==> src/rtl/ipml_wr_pack_pkg.sv <==
// Shared sizing helpers for the write-side packer and its output skid buffer.
package ipml_wr_pack_pkg;

   // Lane index width, never narrower than one bit even when R = 1.
   function automatic int lane_idx_w(input int r);
      return (r > 1) ? $clog2(r) : 1;
   endfunction

   // Skid-buffer entry layout: {last, keep[R-1:0], data[DW-1:0]}.
   function automatic int entry_w(input int dw, input int r);
      return dw + r + 1;
   endfunction

endpackage

==> src/rtl/ipml_wr_skid2.sv <==
// Two-entry register FIFO between the lane packer and the FIFO write port.
// The full flag is registered so the upstream ready never sees wr_vld combinationally.
module ipml_wr_skid2 #(
   parameter int EW = 37
) (
   input  logic          clk_i,
   input  logic          rst_i,
   input  logic          push_i,
   input  logic [EW-1:0] entry_i,
   input  logic          rdy_i,
   output logic [EW-1:0] head_o,
   output logic          pop_o,
   output logic          full_o
);

   logic [1:0]    cnt_q, cnt_d;
   logic [EW-1:0] ent0_q, ent0_d;
   logic [EW-1:0] ent1_q, ent1_d;
   logic          full_q, full_d;
   logic          pop;

   always_comb begin
      pop    = (cnt_q != 2'd0) & rdy_i;
      cnt_d  = cnt_q;
      ent0_d = ent0_q;
      ent1_d = ent1_q;
      case ({push_i, pop})
         2'b10: begin
            if (cnt_q == 2'd0) ent0_d = entry_i;
            else               ent1_d = entry_i;
            cnt_d = cnt_q + 2'd1;
         end
         2'b01: begin
            ent0_d = ent1_q;
            ent1_d = '0;
            cnt_d  = cnt_q - 2'd1;
         end
         2'b11: begin
            if (cnt_q == 2'd1) begin
               ent0_d = entry_i;
            end else begin
               ent0_d = ent1_q;
               ent1_d = entry_i;
            end
         end
         default: ;
      endcase
      full_d = (cnt_d == 2'd2);
   end

   always_ff @(posedge clk_i or posedge rst_i) begin
      if (rst_i) begin
         cnt_q  <= 2'd0;
         ent0_q <= '0;
         ent1_q <= '0;
         full_q <= 1'b0;
      end else begin
         cnt_q  <= cnt_d;
         ent0_q <= ent0_d;
         ent1_q <= ent1_d;
         full_q <= full_d;
      end
   end

   // A popped-to-empty head keeps stale contents, so mask it here.
   assign head_o = (cnt_q != 2'd0) ? ent0_q : '0;
   assign pop_o  = pop;
   assign full_o = full_q;

endmodule

==> src/rtl/ipml_wr_pack_v1_0.sv <==
// Packs a byte-serial framed stream into wide FIFO words with lane-keep and last flags.
// Accumulator, lane counter and keep builder live here; buffering is in ipml_wr_skid2.
module ipml_wr_pack_v1_0
   import ipml_wr_pack_pkg::*;
#(
   parameter int c_IN_WIDTH      = 8,
   parameter int c_WR_DATA_WIDTH = 32
) (
   input  logic                                  wr_clk,
   input  logic                                  wr_rst,
   input  logic [c_IN_WIDTH-1:0]                 s_data,
   input  logic                                  s_valid,
   input  logic                                  s_last,
   output logic                                  s_ready,
   output logic [c_WR_DATA_WIDTH-1:0]            wr_data,
   output logic [c_WR_DATA_WIDTH/c_IN_WIDTH-1:0] wr_keep,
   output logic                                  wr_last,
   output logic                                  wr_en,
   input  logic                                  wr_vld,
   output logic [15:0]                           frame_cnt
);

   localparam int R  = c_WR_DATA_WIDTH / c_IN_WIDTH;
   localparam int LW = lane_idx_w(R);
   localparam int EW = entry_w(c_WR_DATA_WIDTH, R);
   localparam logic [LW-1:0] LAST_LANE = LW'(R - 1);

   logic [LW-1:0]              lane_cnt_q, lane_cnt_d;
   logic [c_WR_DATA_WIDTH-1:0] acc_q, acc_d;
   logic [15:0]                frame_cnt_q;
   logic [c_WR_DATA_WIDTH-1:0] word;
   logic [R-1:0]               keep;
   logic                       accept, word_done, full;
   logic [EW-1:0]              head;

   always_comb begin
      accept     = s_valid & s_ready;
      word_done  = accept & (s_last | (lane_cnt_q == LAST_LANE));
      word       = acc_q;
      keep       = '0;
      lane_cnt_d = lane_cnt_q;
      acc_d      = acc_q;
      for (int i = 0; i < R; i++) begin
         if (lane_cnt_q == LW'(i)) word[i*c_IN_WIDTH +: c_IN_WIDTH] = s_data;
         keep[i] = (LW'(i) <= lane_cnt_q);
      end
      if (accept) begin
         if (word_done) begin
            lane_cnt_d = '0;
            acc_d      = '0;
         end else begin
            lane_cnt_d = lane_cnt_q + 1'b1;
            acc_d      = word;
         end
      end
   end

   always_ff @(posedge wr_clk or posedge wr_rst) begin
      if (wr_rst) begin
         lane_cnt_q  <= '0;
         acc_q       <= '0;
         frame_cnt_q <= 16'd0;
      end else begin
         lane_cnt_q <= lane_cnt_d;
         acc_q      <= acc_d;
         if (wr_en & wr_last) frame_cnt_q <= frame_cnt_q + 16'd1;
      end
   end

   ipml_wr_skid2 #(.EW(EW)) u_skid (
      .clk_i   (wr_clk),
      .rst_i   (wr_rst),
      .push_i  (word_done),
      .entry_i ({s_last, keep, word}),
      .rdy_i   (wr_vld),
      .head_o  (head),
      .pop_o   (wr_en),
      .full_o  (full)
   );

   assign {wr_last, wr_keep, wr_data} = head;
   assign s_ready   = ~full & ~wr_rst;
   assign frame_cnt = frame_cnt_q;

endmodule

==> config.mk <==
export PLATFORM = sky130hd
export DESIGN_NAME = ipml_wr_pack_v1_0
export DESIGN_NICKNAME = d
export VERILOG_FILES = /design/src/rtl/ipml_wr_pack_pkg.sv /design/src/rtl/ipml_wr_skid2.sv /design/src/rtl/ipml_wr_pack_v1_0.sv
export SDC_FILE = /design/constraint.sdc
export NUM_CORES = 1
export LEC_CHECK = 0
export ABC_AREA = 1
export CAP_MARGIN = 20
export CORE_ASPECT_RATIO = 1.25
export CORE_MARGIN = 4
export CORE_UTILIZATION = 25
export DETAILED_ROUTE_END_ITERATION = 6
export SETUP_SLACK_MARGIN = 0.02
export SYNTH_ARGS = -nofsm -noshare
export SYNTH_HDL_FRONTEND = slang
export SYNTH_SLANG_ARGS = --single-unit
==> constraint.sdc <==
create_clock -name wr_clk -period 7.05 [get_ports wr_clk]
set_input_delay 1.41 -clock wr_clk [delete_from_list [all_inputs] [get_ports wr_clk]]
set_output_delay 1.41 -clock wr_clk [all_outputs]
set_load 0.05 [all_outputs]
; Yosys cells after proc, flatten, opt, wreduce, memory -nomap -nowiden
; Cells that the tools add are included.
[totals]
in_bits = 13
output_inout_bits = 55
ff_bits = 127
elab_cells = 54
[op_classes]
add_sub_neg = 4
mux = 14
eq_ne = 11
magnitude_cmp = 4
reduce_logical = 6
bitwise = 8
[ops]
columns = op, count
row1 = $pmux W37 S3, 2
row2 = $mux W37, 5
row3 = $mux W32, 1
row4 = $mux W8, 4
row5 = $add A16 B1 Y16 const B, 1
row6 = $eq A2 B2 Y1 const B, 5
row7 = $eq A2 B1 Y1 const B, 3
row8 = $and A1 B1 Y1, 5
row9 = $add A2 B1 Y2 const B, 2
row10 = $le A1 B2 Y1 const A, 2
row11 = $le A2 B2 Y1 const A, 2
row12 = $logic_not A2 Y1, 2
row13 = $ne A2 B2 Y1 const B, 2
row14 = $pmux W2 S2, 1
row15 = $reduce_and A3 Y1, 1
row16 = $reduce_bool A3 Y1, 1
row17 = $mux W2, 1
row18 = $ne A2 B1 Y1 const B, 1
row19 = $not A1 Y1, 2
row20 = $reduce_and A2 Y1, 1
row21 = $reduce_bool A2 Y1, 1
row22 = $sub A2 B1 Y2 const B, 1
row23 = $or A1 B1 Y1, 1

; Longest topological paths before layout
; Gate-level depths: netlist (run 1).
[logic_depth]
ltp_word = 7
mapped_depth = 13
depth_no_buf = 12

; Modules after synthesis
; A second synthesis (run 1) with hierarchy kept.
[hier_totals]
cells_unflattened = 881
hier_area_um2 = 7145.6
[by_module_without_submodules]
columns = mod, area_per_inst_um2, cells_per_inst, instances
row1 = ipml_wr_skid2, 4200.3, 552, 1
row2 = ipml_wr_pack_v1_0, 2945.3, 329, 1

; Least setup slack after synthesis (run 1)
; Ideal clock, no wire load.
[synth_timing]
path_kind = in2reg
from = input port wr_rst
to = register u_skid.ent0_q[29]
arrival_time_ns = 3.127
n_path_buf = 1
t_required_ns = 6.933
stages = 12
setup_slack_ns = 3.806
cell_sequence = nor2_4 > nand2_4 > nor2_4 > clkinv_1 > ha_1 > inv_1 > o21ai_0 > nand2_2 > buf_2 > o22ai_1 > nand2_1 > nand2_1
[synth_via]
elab_chain_cells = 7
elab_cells_between_ends = 11
classes_between = 4 x eq/ne / 1 x mux / 4 x bitwise / 2 x reduce/logical
[synth_rtl]
columns = item, line
row1 = start: declaration, ipml_wr_pack_v1_0.sv:10  ; input logic wr_rst,
row2 = $not A1 Y1 *, ipml_wr_pack_v1_0.sv:82  ; assign s_ready = ~full & ~wr_rst;
row3 = $and A1 B1 Y1 *, ipml_wr_pack_v1_0.sv:82
row4 = $and A1 B1 Y1 *, ipml_wr_pack_v1_0.sv:37  ; accept = s_valid & s_ready;
row5 = $and A1 B1 Y1 *, ipml_wr_pack_v1_0.sv:38  ; word_done = accept & (s_last | (lane_cnt_q == LAST_LANE));
row6 = $eq A2 B2 Y1 or $eq A2 B1 Y1 (tied branches), ipml_wr_skid2.sv:27  ; case ({push_i, pop})
row7 = $ne A2 B1 Y1 (no source line) or $reduce_bool A3 Y1 (tied branches), n/a
row8 = $reduce_and A2 Y1 (no source line), n/a
row9 = end signal: assignment, ipml_wr_skid2.sv:59  ; ent0_q <= ent0_d;
row10 = end: declaration, ipml_wr_skid2.sv:17  ; logic [EW-1:0] ent0_q, ent0_d;
; Every way passes the cells marked *; elsewhere a longest branch is shown, timed or not.
; A chain may end at the register's enable or synchronous reset.

; Final worst setup path (run 1)
[layout_timing]
from = input port wr_rst
to = register u_skid.ent1_q[24]
[layout_via]
elab_chain_cells = 7
elab_cells_between_ends = 12
classes_between = 5 x eq/ne / 1 x mux / 4 x bitwise / 2 x reduce/logical
[layout_rtl]
columns = item, line
row1 = $not A1 Y1 *, ipml_wr_pack_v1_0.sv:82
row2 = $and A1 B1 Y1 *, ipml_wr_pack_v1_0.sv:82
row3 = $and A1 B1 Y1 *, ipml_wr_pack_v1_0.sv:37
row4 = $and A1 B1 Y1 *, ipml_wr_pack_v1_0.sv:38
row5 = $eq A2 B2 Y1 or $eq A2 B1 Y1 (tied branches), ipml_wr_skid2.sv:27
row6 = $ne A2 B2 Y1 (no source line) or $reduce_bool A3 Y1 (tied branches), n/a
row7 = $reduce_and A3 Y1 (no source line), n/a
row8 = end signal: assignment, ipml_wr_skid2.sv:60  ; ent1_q <= ent1_d;
row9 = end: declaration, ipml_wr_skid2.sv:18  ; logic [EW-1:0] ent1_q, ent1_d;
; Marks and branches as above.

==> results.sh, run 1 <==
export IMPL_run_status="finished clean"
export IMPL_min_from="acc_q[30]"
export IMPL_finalClockSkew_ps=8.65
export IMPL_drc=0
export IMPL_die_w_um=147
export IMPL_powerDensity_nw_per_um2=436
export IMPL_core_area_um2=23800
export IMPL_clkLatencyLatePin_ps=410
export IMPL_final_area_um2=7600
export IMPL_placed_area_um2=7020
export IMPL_grt_pass1_wl_um=25500
export IMPL_ir_drop_mv=0.278
export IMPL_clk_pin_slew_worst_paths_ps=60
export IMPL_routed_via_density=4.30
export IMPL_die_h_um=182
export IMPL_dp_hpwl_um=10100
export IMPL_r2r_cells=12
export IMPL_finalHoldViolations=0
export IMPL_grt_start_max_net_pins=72
export IMPL_fin_crit_sh=0.654
export IMPL_max_cap_violations=0
export IMPL_syn2layout_area_growth_pct=25.1
export IMPL_layout_drive_gt1_share=0.0565
export IMPL_period_minus_slack_ps=4610
export IMPL_whs_ps=467
export IMPL_syn_inst=747
export IMPL_yosys_area_share_simple=0.199
export IMPL_h_tree_depth=4
export IMPL_seq_area_um2=3180
export IMPL_synth_top_family_by_area="simple AND/OR/NAND/NOR gates"
export IMPL_grt_pass1_vias=4972
export IMPL_synthXorXnorAreaFrac=0.0115
export IMPL_vias=4901
export IMPL_nFillCells=2567
export IMPL_start_kind="input port"
export IMPL_holdPathStages=2
export IMPL_fin_cells=1139
export IMPL_critical_path_peak_fanout=38
export IMPL_io_pins=68
export IMPL_slew_headroom=0.389
export IMPL_power_mw=3.31
export IMPL_yosysUniqueCellTypes=30
export IMPL_m1WireLength_um=6870
export IMPL_synth_seq_cells=127
export IMPL_setup_tns_ps=0
export IMPL_yosysWarningCount=0
export IMPL_leakage_nw=3.55
export IMPL_initial_core_util=0.255
export IMPL_placed_cells=1109
export IMPL_multi_input_area_um2=2290
export IMPL_hold_buffers=0
export IMPL_reg2reg_to="u_skid.ent1_q[24]"
export IMPL_port_buffers=67
export IMPL_gp_congestion=0.784
export IMPL_drt_iter0_drc=257
export IMPL_route_met3_wl_um=557
export IMPL_rows=63
export IMPL_critPathCaptureType="flop"
export IMPL_cp_data_arrival_time_ps=4940
export IMPL_syn_num_nets=774
export IMPL_grt_total_usage=0.118
export IMPL_cts_sinks=127
export IMPL_grt_overflow_total=0
export IMPL_worst_pin_slew_ps=916
export IMPL_wl_per_cell_um=13.5
export IMPL_syn_area_per_cell_um2=8.14
export IMPL_r2r_start="u_skid.cnt_q[0]"
export IMPL_ant_nets=0
export IMPL_wirelength_um=15300
export IMPL_rrSetupSlack_ps=3180
export IMPL_crit_path_start="wr_rst"
export IMPL_dr_pass1_iters=4
export IMPL_cts_root_buf="clkbuf_16"
export IMPL_hold_path_class="flop to flop"
export IMPL_dieArea_um2=26900
export IMPL_preCtsSetupSlack_ps=2020
export IMPL_whs_endpoint="acc_q[30]"
export IMPL_finish_utilization=0.319
export IMPL_yosys_area_share_adder=0.0288
export IMPL_dr_max_layer_used="met4"
export IMPL_synth_compound_area_share=0.136
export IMPL_slew_viol_final=0
export IMPL_timing_final_ws_setup_ps=2440
export IMPL_dr_wl_met2_um=7720
export IMPL_post_cts_buffers=0
export IMPL_antenna_found_initial=0
export IMPL_rsz0062_at_grt="no"
export IMPL_clockBufferDepth=2
export IMPL_fmax_ghz=0.217
export IMPL_nets=830
export IMPL_criticalPathCategory="input port to flop"
export IMPL_cts_tree="yes"
export IMPL_cts_repair_resized=0
export IMPL_synth_seq_area_share=0.523
export IMPL_required_ps=7380
export IMPL_syn_area_um2=6080
export IMPL_finalSetupViolations=0
export IMPL_cts_made_buffers=17
export IMPL_synthMuxAreaShare=0
export IMPL_antenna_cells=0
[synthesized netlist by cell type, drive strengths merged]
cell type | number | area, um^2
a211oi | 1 | 7.51
a21oi | 3 | 18.8
buf | 24 | 144
clkbuf | 10 | 38.8
clkinv | 1 | 3.75
dfrtp | 127 | 3180
ha | 14 | 175
inv | 115 | 432
nand2 | 226 | 866
nand3 | 9 | 45.0
nand3b | 1 | 7.51
nand4 | 5 | 31.3
nor2 | 62 | 260
o211ai | 1 | 7.51
o21a | 2 | 15.0
o21ai | 68 | 340
o22ai | 70 | 438
xnor2 | 3 | 26.3
xor2 | 5 | 43.8
[worst max-delay path: stages]
cell,delay [ps]
clkdlybuf4s50_1,500
nor2_4,170
nand2_4,220
nor2_4,220
clkinv_1,250
ha_1,310
nor2_4,690
nand2_1,560
buf_4,400
o22ai_1,160
[worst max-delay path by stage]
stage / endpoint / slack [ps] / depth (start not counted)
after floorplan: acc_q[0] / 2260 / 1
after global placement: u_skid.ent1_q[24] / 2130 / 10
after detailed placement: u_skid.ent1_q[24] / 2020 / 10
after CTS: u_skid.ent1_q[24] / 2450 / 10
after global routing: u_skid.ent1_q[20] / 2190 / 10
final: u_skid.ent1_q[24] / 2440 / 10
[metal layers]
| layer | global-route usage | vias to the layer above |
|---|---|---|
| met1 | 0.146 | 2311 |
| met3 | 0.0273 | 13 |
| li1 | - | 2481 |
| met5 | 0 | - |
| met2 | 0.204 | 96 |
| met4 | 0.0384 | 0 |
[flip-flops by register name, indices dropped and copies added, names as in the netlist]
register and flops:
u_skid.cnt_q 2, u_skid.ent0_q 37, acc_q 32, frame_cnt 16
u_skid.full_o 1, lane_cnt_q 2, u_skid.ent1_q 37
[area by class of cell]
class	instances	area share
repair buffers	71	0.0922
inverters	116	0.0576
clock buffers	23	0.0629
well taps	325	0.0535
clock inverters	7	0.0145
flip-flops and latches	127	0.418
multi-input cells	470	0.301
[where the power goes]
part           switching (mW)  leakage [nW]  internal (mW)
Sequential              0.121          1.68          0.993
Combinational           0.889          1.58          0.426
Clock                   0.306         0.293          0.577
[layout by cell type (no fill, tap or decap)]
cell type        synthesis  routed
ha_2                     0       1
nor2_4                   3       4
clkinv_2                 0       4
o22ai_1                 70      70
buf_4                    5       4
bufinv_16                0       3
o21a_1                   2       2
inv_1                  112     111
xor2_1                   5       5
nand3b_1                 1       1
a21oi_2                  1       1
nand2_4                  2       2
dfrtp_1                127     127
inv_2                    3       3
xnor2_1                  3       3
nor2_1                  57      56
clkdlybuf4s50_1          0      67
nand2_2                  1       1
o211ai_1                 1       1
nand3_1                  9       9
a211oi_1                 1       1
clkinv_1                 1       1
nor2_2                   2       2
ha_1                    14      13
o21ai_1                  1       1
clkbuf_1                 9       3
inv_4                    0       1
o21ai_0                 67      67
clkbuf_16                0      17
nand4_1                  5       5
nand2_1                223     223
a21oi_1                  2       2
clkbuf_8                 0       3
[cells by family after synthesis]
logic type / after synthesis
xor+xnor: 8
buf+inv: 150
simple gates: 303
compound gates: 145
flops: 127
fa+ha+maj: 14
Note: power is estimated with default switching activity, not from simulation.
==> run 2: changes to the inputs <==
==> constraint.sdc (replaced) <==
create_clock -name wr_clk -period 4.26 [get_ports wr_clk]
set_input_delay 0.852 -clock wr_clk [delete_from_list [all_inputs] [get_ports wr_clk]]
set_output_delay 0.852 -clock wr_clk [all_outputs]
set_load 0.05 [all_outputs]
==> run 2 against run 1 <==
Net effect: global-route usage decreased by 0.30 points; critical endpoint is now wr_data[12]; non-clock buffer count increased by 5; utilization increased by 0.33 points; clock-buffer cell count increased by 1; hold slack got worse by 2.6 ps; largest cell class unchanged; critical path type is now flop to output pin; routed wire length decreased by 1.2%; sequential share of layout area decreased by 0.43 points; worst setup slack got worse by 1600 ps.
==> results.sh, run 2 (synthesis results as in run 1) <==
export IMPL_cts_sinks=127
export IMPL_antenna_cells=0
export IMPL_start_kind="flop"
export IMPL_clockBufferDepth=2
export IMPL_h_tree_depth=4
export IMPL_grt_pass1_wl_um=24900
export IMPL_rows=63
export IMPL_core_area_um2=23800
export IMPL_hold_buffers=0
export IMPL_grt_pass1_vias=4811
export IMPL_criticalPathCategory="flop to output pin"
export IMPL_worst_pin_slew_ps=837
export IMPL_fmax_ghz=0.294
export IMPL_slowest_stage="clkdlybuf4s50_1"
export IMPL_grt_overflow_total=0
export IMPL_run_status="finished clean"
export IMPL_preCtsSetupSlack_ps=583
export IMPL_io_pins=68
export IMPL_cts_made_buffers=17
export IMPL_ir_drop_mv=0.331
export IMPL_port_buffers=67
export IMPL_clkLatencyLatePin_ps=420
export IMPL_max_cap_violations=0
export IMPL_leakage_nw=3.59
export IMPL_routed_via_density=4.37
export IMPL_cts_repair_resized=0
export IMPL_grt_start_max_net_pins=128
export IMPL_finalClockSkew_ps=10.8
export IMPL_die_h_um=182
export IMPL_vias=4999
export IMPL_cts_tree="yes"
export IMPL_slew_headroom=0.441
export IMPL_cts_root_buf="clkbuf_16"
export IMPL_grt_total_usage=0.115
export IMPL_timing_final_ws_setup_ps=864
export IMPL_required_ps=3410
export IMPL_final_common_cell="nand2_1"
export IMPL_die_w_um=147
export IMPL_final_cell_mix="nand2_1, dfrtp_1, inv_1, o22ai_1"
export IMPL_reg_top3="u_skid.ent0_q (37), u_skid.ent1_q (37), acc_q (32)"
export IMPL_fin_crit_sh=0.797
export IMPL_antenna_found_initial=0
export IMPL_dr_pass1_iters=6
export IMPL_final_area_um2=7680
export IMPL_gp_congestion=0.810
export IMPL_whs_ps=465
export IMPL_wirelength_um=15100
export IMPL_clk_pin_slew_worst_paths_ps=50
export IMPL_critical_path_peak_fanout=21
export IMPL_powerDensity_nw_per_um2=726
export IMPL_hold_path_class="flop to flop"
export IMPL_max_stage_delay_ps=710
export IMPL_syn2layout_area_growth_pct=26.4
export IMPL_cp_cell_sequence="inv_1 -> ha_2 -> buf_4 -> nor2_1 -> clkdlybuf4s50_1"
export IMPL_slew_viol_final=0
export IMPL_rsz0062_at_grt="no"
export IMPL_finalHoldViolations=0
export IMPL_critPathCaptureType="output pin"
export IMPL_period_minus_slack_ps=3400
export IMPL_drc=0
export IMPL_cp_data_arrival_time_ps=2540
export IMPL_drt_iter0_drc=307
export IMPL_layout_drive_gt1_share=0.0623
export IMPL_dp_hpwl_um=9990
export IMPL_ant_nets=0
export IMPL_initial_core_util=0.255
export IMPL_cpLargestDelayFamily="buffers and inverters"
export IMPL_placed_area_um2=7060
export IMPL_setup_tns_ps=0
export IMPL_critPathBufInv=3
export IMPL_wl_per_cell_um=13.2
export IMPL_nets=835
export IMPL_finalSetupViolations=0
export IMPL_dieArea_um2=26900
export IMPL_post_cts_buffers=0
-- run 2: cell types whose count changed in the layout (fill, tap and decap cells not counted), sizes merged --
cell	delta
buf	+5
bufinv	+1
clkbuf	+1
clkinv	-2
-- run 2: final timing paths --
kind                            slack (ps)  cells past startpoint                end       startpoint
worst max-delay path                   860                      5        wr_data[12]  u_skid.cnt_q[0]
worst min-delay path                   460                      2          acc_q[30]        acc_q[30]
worst max register to register        1300                      9   u_skid.ent1_q[4]    lane_cnt_q[0]
worst min register to register         460                      2          acc_q[30]        acc_q[30]
max in group asynchronous             2710                      3  u_skid.ent0_q[10]           wr_rst
min in group asynchronous             1050                      3      u_skid.full_o           wr_rst
-- run 2: metrics by stage --
step                      std cells  power (mW)   util
after floorplan                 747        3.49      -
after global placement         1114        4.04  0.297
after detailed placement       1114        4.07  0.297
after CTS                      1144        5.64  0.323
after global routing           1144        5.98  0.323
final                          1144        5.58  0.323
-- run 2: layout make-up --
| class | instances | area, um^2 |
|---|---|---|
| Sequential cell | 127 | 3180 |
| Multi-Input combinational cell | 470 | 2290 |
| Fill cell | 2547 | 16100 |
| Tap cell | 325 | 407 |
| Clock buffer | 24 | 492 |
| Timing Repair Buffer | 76 | 751 |
| Clock inverter | 6 | 130 |
| Inverter | 116 | 438 |
-- run 2: where the power goes --
group | switching (mW) | leakage (nW) | internal (mW)
Clock | 0.505 | 0.306 | 1.03
Sequential | 0.201 | 1.68 | 1.64
Combinational | 1.47 | 1.61 | 0.721
-- run 2: metal layers --
| metal | vias to the layer above | track usage | part of all wire |
|---|---|---|---|
| met1 | 2360 | 0.147 | 0.44 |
| met5 | - | 0 | 0 |
| met2 | 115 | 0.188 | 0.49 |
| met4 | 0 | 0.0399 | 0.023 |
| li1 | 2500 | - | - |
| met3 | 24 | 0.0328 | 0.045 |
-- run 2: tightest hold or removal path: cells and delay by family, from the launching register on --
family / cells / cell delay (ps)
flops: 1 / 340
buf+inv: 1 / 40
simple gates: 1 / 50
==> run 3: changes to the inputs <==
==> constraint.sdc (replaced) <==
create_clock -name wr_clk -period 2.9 [get_ports wr_clk]
set_input_delay 0.58 -clock wr_clk [delete_from_list [all_inputs] [get_ports wr_clk]]
set_output_delay 0.58 -clock wr_clk [all_outputs]
set_load 0.05 [all_outputs]
==> run 3 against run 2 <==
Net effect: clock skew about the same; final area up 0.24%; critical path depth down 1.
==> results.sh, run 3 (synthesis results as in run 1) <==
export IMPL_hold_buffers=0
export IMPL_placed_area_um2=7080
export IMPL_io_pins=68
export IMPL_required_ps=2320
export IMPL_internal_power_mw=4.91
export IMPL_fin_crit_sh=0.922
export IMPL_clockBufferDepth=2
export IMPL_p_clk_frac=0.266
export IMPL_syn2layout_area_growth_pct=26.7
export IMPL_vias=4989
export IMPL_dr_pass1_iters=5
export IMPL_combPwrFrac=0.401
export IMPL_max_cap_violations=0
export IMPL_grt_total_usage=0.121
export IMPL_final_cell_mix="nand2_1, dfrtp_1, inv_1, o22ai_1, o21ai_0"
export IMPL_start_kind="flop"
export IMPL_grt_overflow_total=0
export IMPL_clk_pin_slew_worst_paths_ps=60
export IMPL_final_common_cell="nand2_1"
export IMPL_grt_pass1_wl_um=25900
export IMPL_rsz0062_at_grt="no"
export IMPL_fmax_ghz=0.374
export IMPL_finalSetupViolations=0
export IMPL_cp_data_arrival_time_ps=2090
export IMPL_clkLatencyLatePin_ps=420
export IMPL_cts_root_buf="clkbuf_16"
export IMPL_grt_start_max_net_pins=42
export IMPL_slew_headroom=0.513
export IMPL_post_cts_buffers=0
export IMPL_rrSetupSlack_ps=610
export IMPL_cts_tree="yes"
export IMPL_powerDensity_nw_per_um2=1060
export IMPL_final_area_um2=7700
export IMPL_critPathCaptureType="output pin"
export IMPL_grt_pass1_vias=4984
export IMPL_gp_congestion=0.810
export IMPL_p_sw_mw=3.25
export IMPL_run_status="finished clean"
export IMPL_finish_utilization=0.324
export IMPL_die_w_um=147
export IMPL_power_mw=8.16
export IMPL_h_tree_depth=4
export IMPL_leakage_nw=3.70
export IMPL_dieArea_um2=26900
export IMPL_slew_viol_final=0
export IMPL_setup_tns_ps=0
export IMPL_multi_input_area_um2=2300
export IMPL_seq_area_um2=3180
export IMPL_holdPathStages=2
export IMPL_r2r_cells=12
export IMPL_reg2reg_to="u_skid.ent1_q[11]"
export IMPL_whs_endpoint="acc_q[29]"
export IMPL_die_h_um=182
export IMPL_antenna_cells=0
export IMPL_drc=0
export IMPL_initial_core_util=0.255
export IMPL_drt_iter0_drc=289
export IMPL_cts_repair_resized=0
export IMPL_nFillCells=2556
export IMPL_r2r_start="u_skid.cnt_q[0]"
export IMPL_critical_path_peak_fanout=17
export IMPL_rows=63
export IMPL_finalClockSkew_ps=10.4
export IMPL_sw_frac_of_total=0.398
export IMPL_antenna_found_initial=0
export IMPL_wirelength_um=15600
export IMPL_preCtsSetupSlack_ps=195
export IMPL_hold_path_class="flop to flop"
export IMPL_min_from="acc_q[29]"
export IMPL_core_area_um2=23800
export IMPL_routed_via_density=4.33
export IMPL_port_buffers=67
export IMPL_sequentialPowerShare=0.333
export IMPL_cts_sinks=127
export IMPL_ant_nets=0
export IMPL_cts_made_buffers=17
export IMPL_timing_final_ws_setup_ps=227
export IMPL_reg_top3="u_skid.ent0_q (37), u_skid.ent1_q (37), acc_q (32)"
export IMPL_layout_drive_gt1_share=0.117
export IMPL_wl_per_cell_um=13.5
export IMPL_finalHoldViolations=0
export IMPL_period_minus_slack_ps=2670
export IMPL_nets=842
export IMPL_worst_pin_slew_ps=728
export IMPL_dp_hpwl_um=10400
export IMPL_ir_drop_mv=0.367
export IMPL_criticalPathCategory="flop to output pin"
## run 3: changes by cell type in the layout (fill, tap and decap cells not counted), sizes merged
cell           before  now
buf                 9   51
bufinv              4    2
clkdlybuf4s50      67   32
clkinv              3    5
clkinvlp            0    3
inv               115  114
## run 3: layer usage
layer / GRT usage / wire [um] / vias up
met5: 0 / 0 / -
met2: 0.200 / 7470 / 126
met1: 0.152 / 6910 / 2328
met3: 0.0345 / 852 / 27
li1: - / - / 2508
met4: 0.0444 / 353 / 0
## run 3: how the worst max path moves through the flow
stage / from / end / slack (ps)
after floorplan: wr_rst / u_skid.ent0_q[29] / 490
after global placement: wr_rst / u_skid.ent1_q[3] / 250
after detailed placement: wr_rst / u_skid.ent0_q[21] / 200
after CTS: u_skid.cnt_q[0] / wr_data[17] / 30
after global routing: u_skid.cnt_q[0] / wr_data[17] / 90
final: u_skid.cnt_q[0] / wr_data[17] / 230
## run 3: through the flow
step                      std cells  hold slack (ps)
after floorplan                 747              431
after global placement         1121              443
after detailed placement       1121              447
after CTS                      1153              463
after global routing           1153              477
final                          1153              459
## run 3: layout make-up
cell class	count	share of cell area
well taps	325	0.0528
repair buffers	83	0.0994
inverters	116	0.0570
flip-flops and latches	127	0.413
clock buffers	24	0.0665
clock inverters	8	0.0133
multi-input cells	470	0.298
## run 3: power by group through the flow
| stage | registers, mW | clock network [mW] | logic, mW |
|---|---|---|---|
| 2_1_floorplan | 2.76 | 0 | 2.38 |
| 3_3_place_gp | 2.72 | 0 | 3.25 |
| 3_5_place_dp | 2.74 | 0 | 3.29 |
| 4_1_cts | 2.72 | 2.23 | 3.30 |
| 5_1_grt | 2.78 | 2.31 | 3.69 |
| 6_report | 2.71 | 2.17 | 3.27 |
## run 3: critical path: stages, from the launching register on
cell             delay (ps)
dfrtp_1                 340
inv_1                    90
ha_4                    260
nor2_1                  160
clkdlybuf4s50_1         820
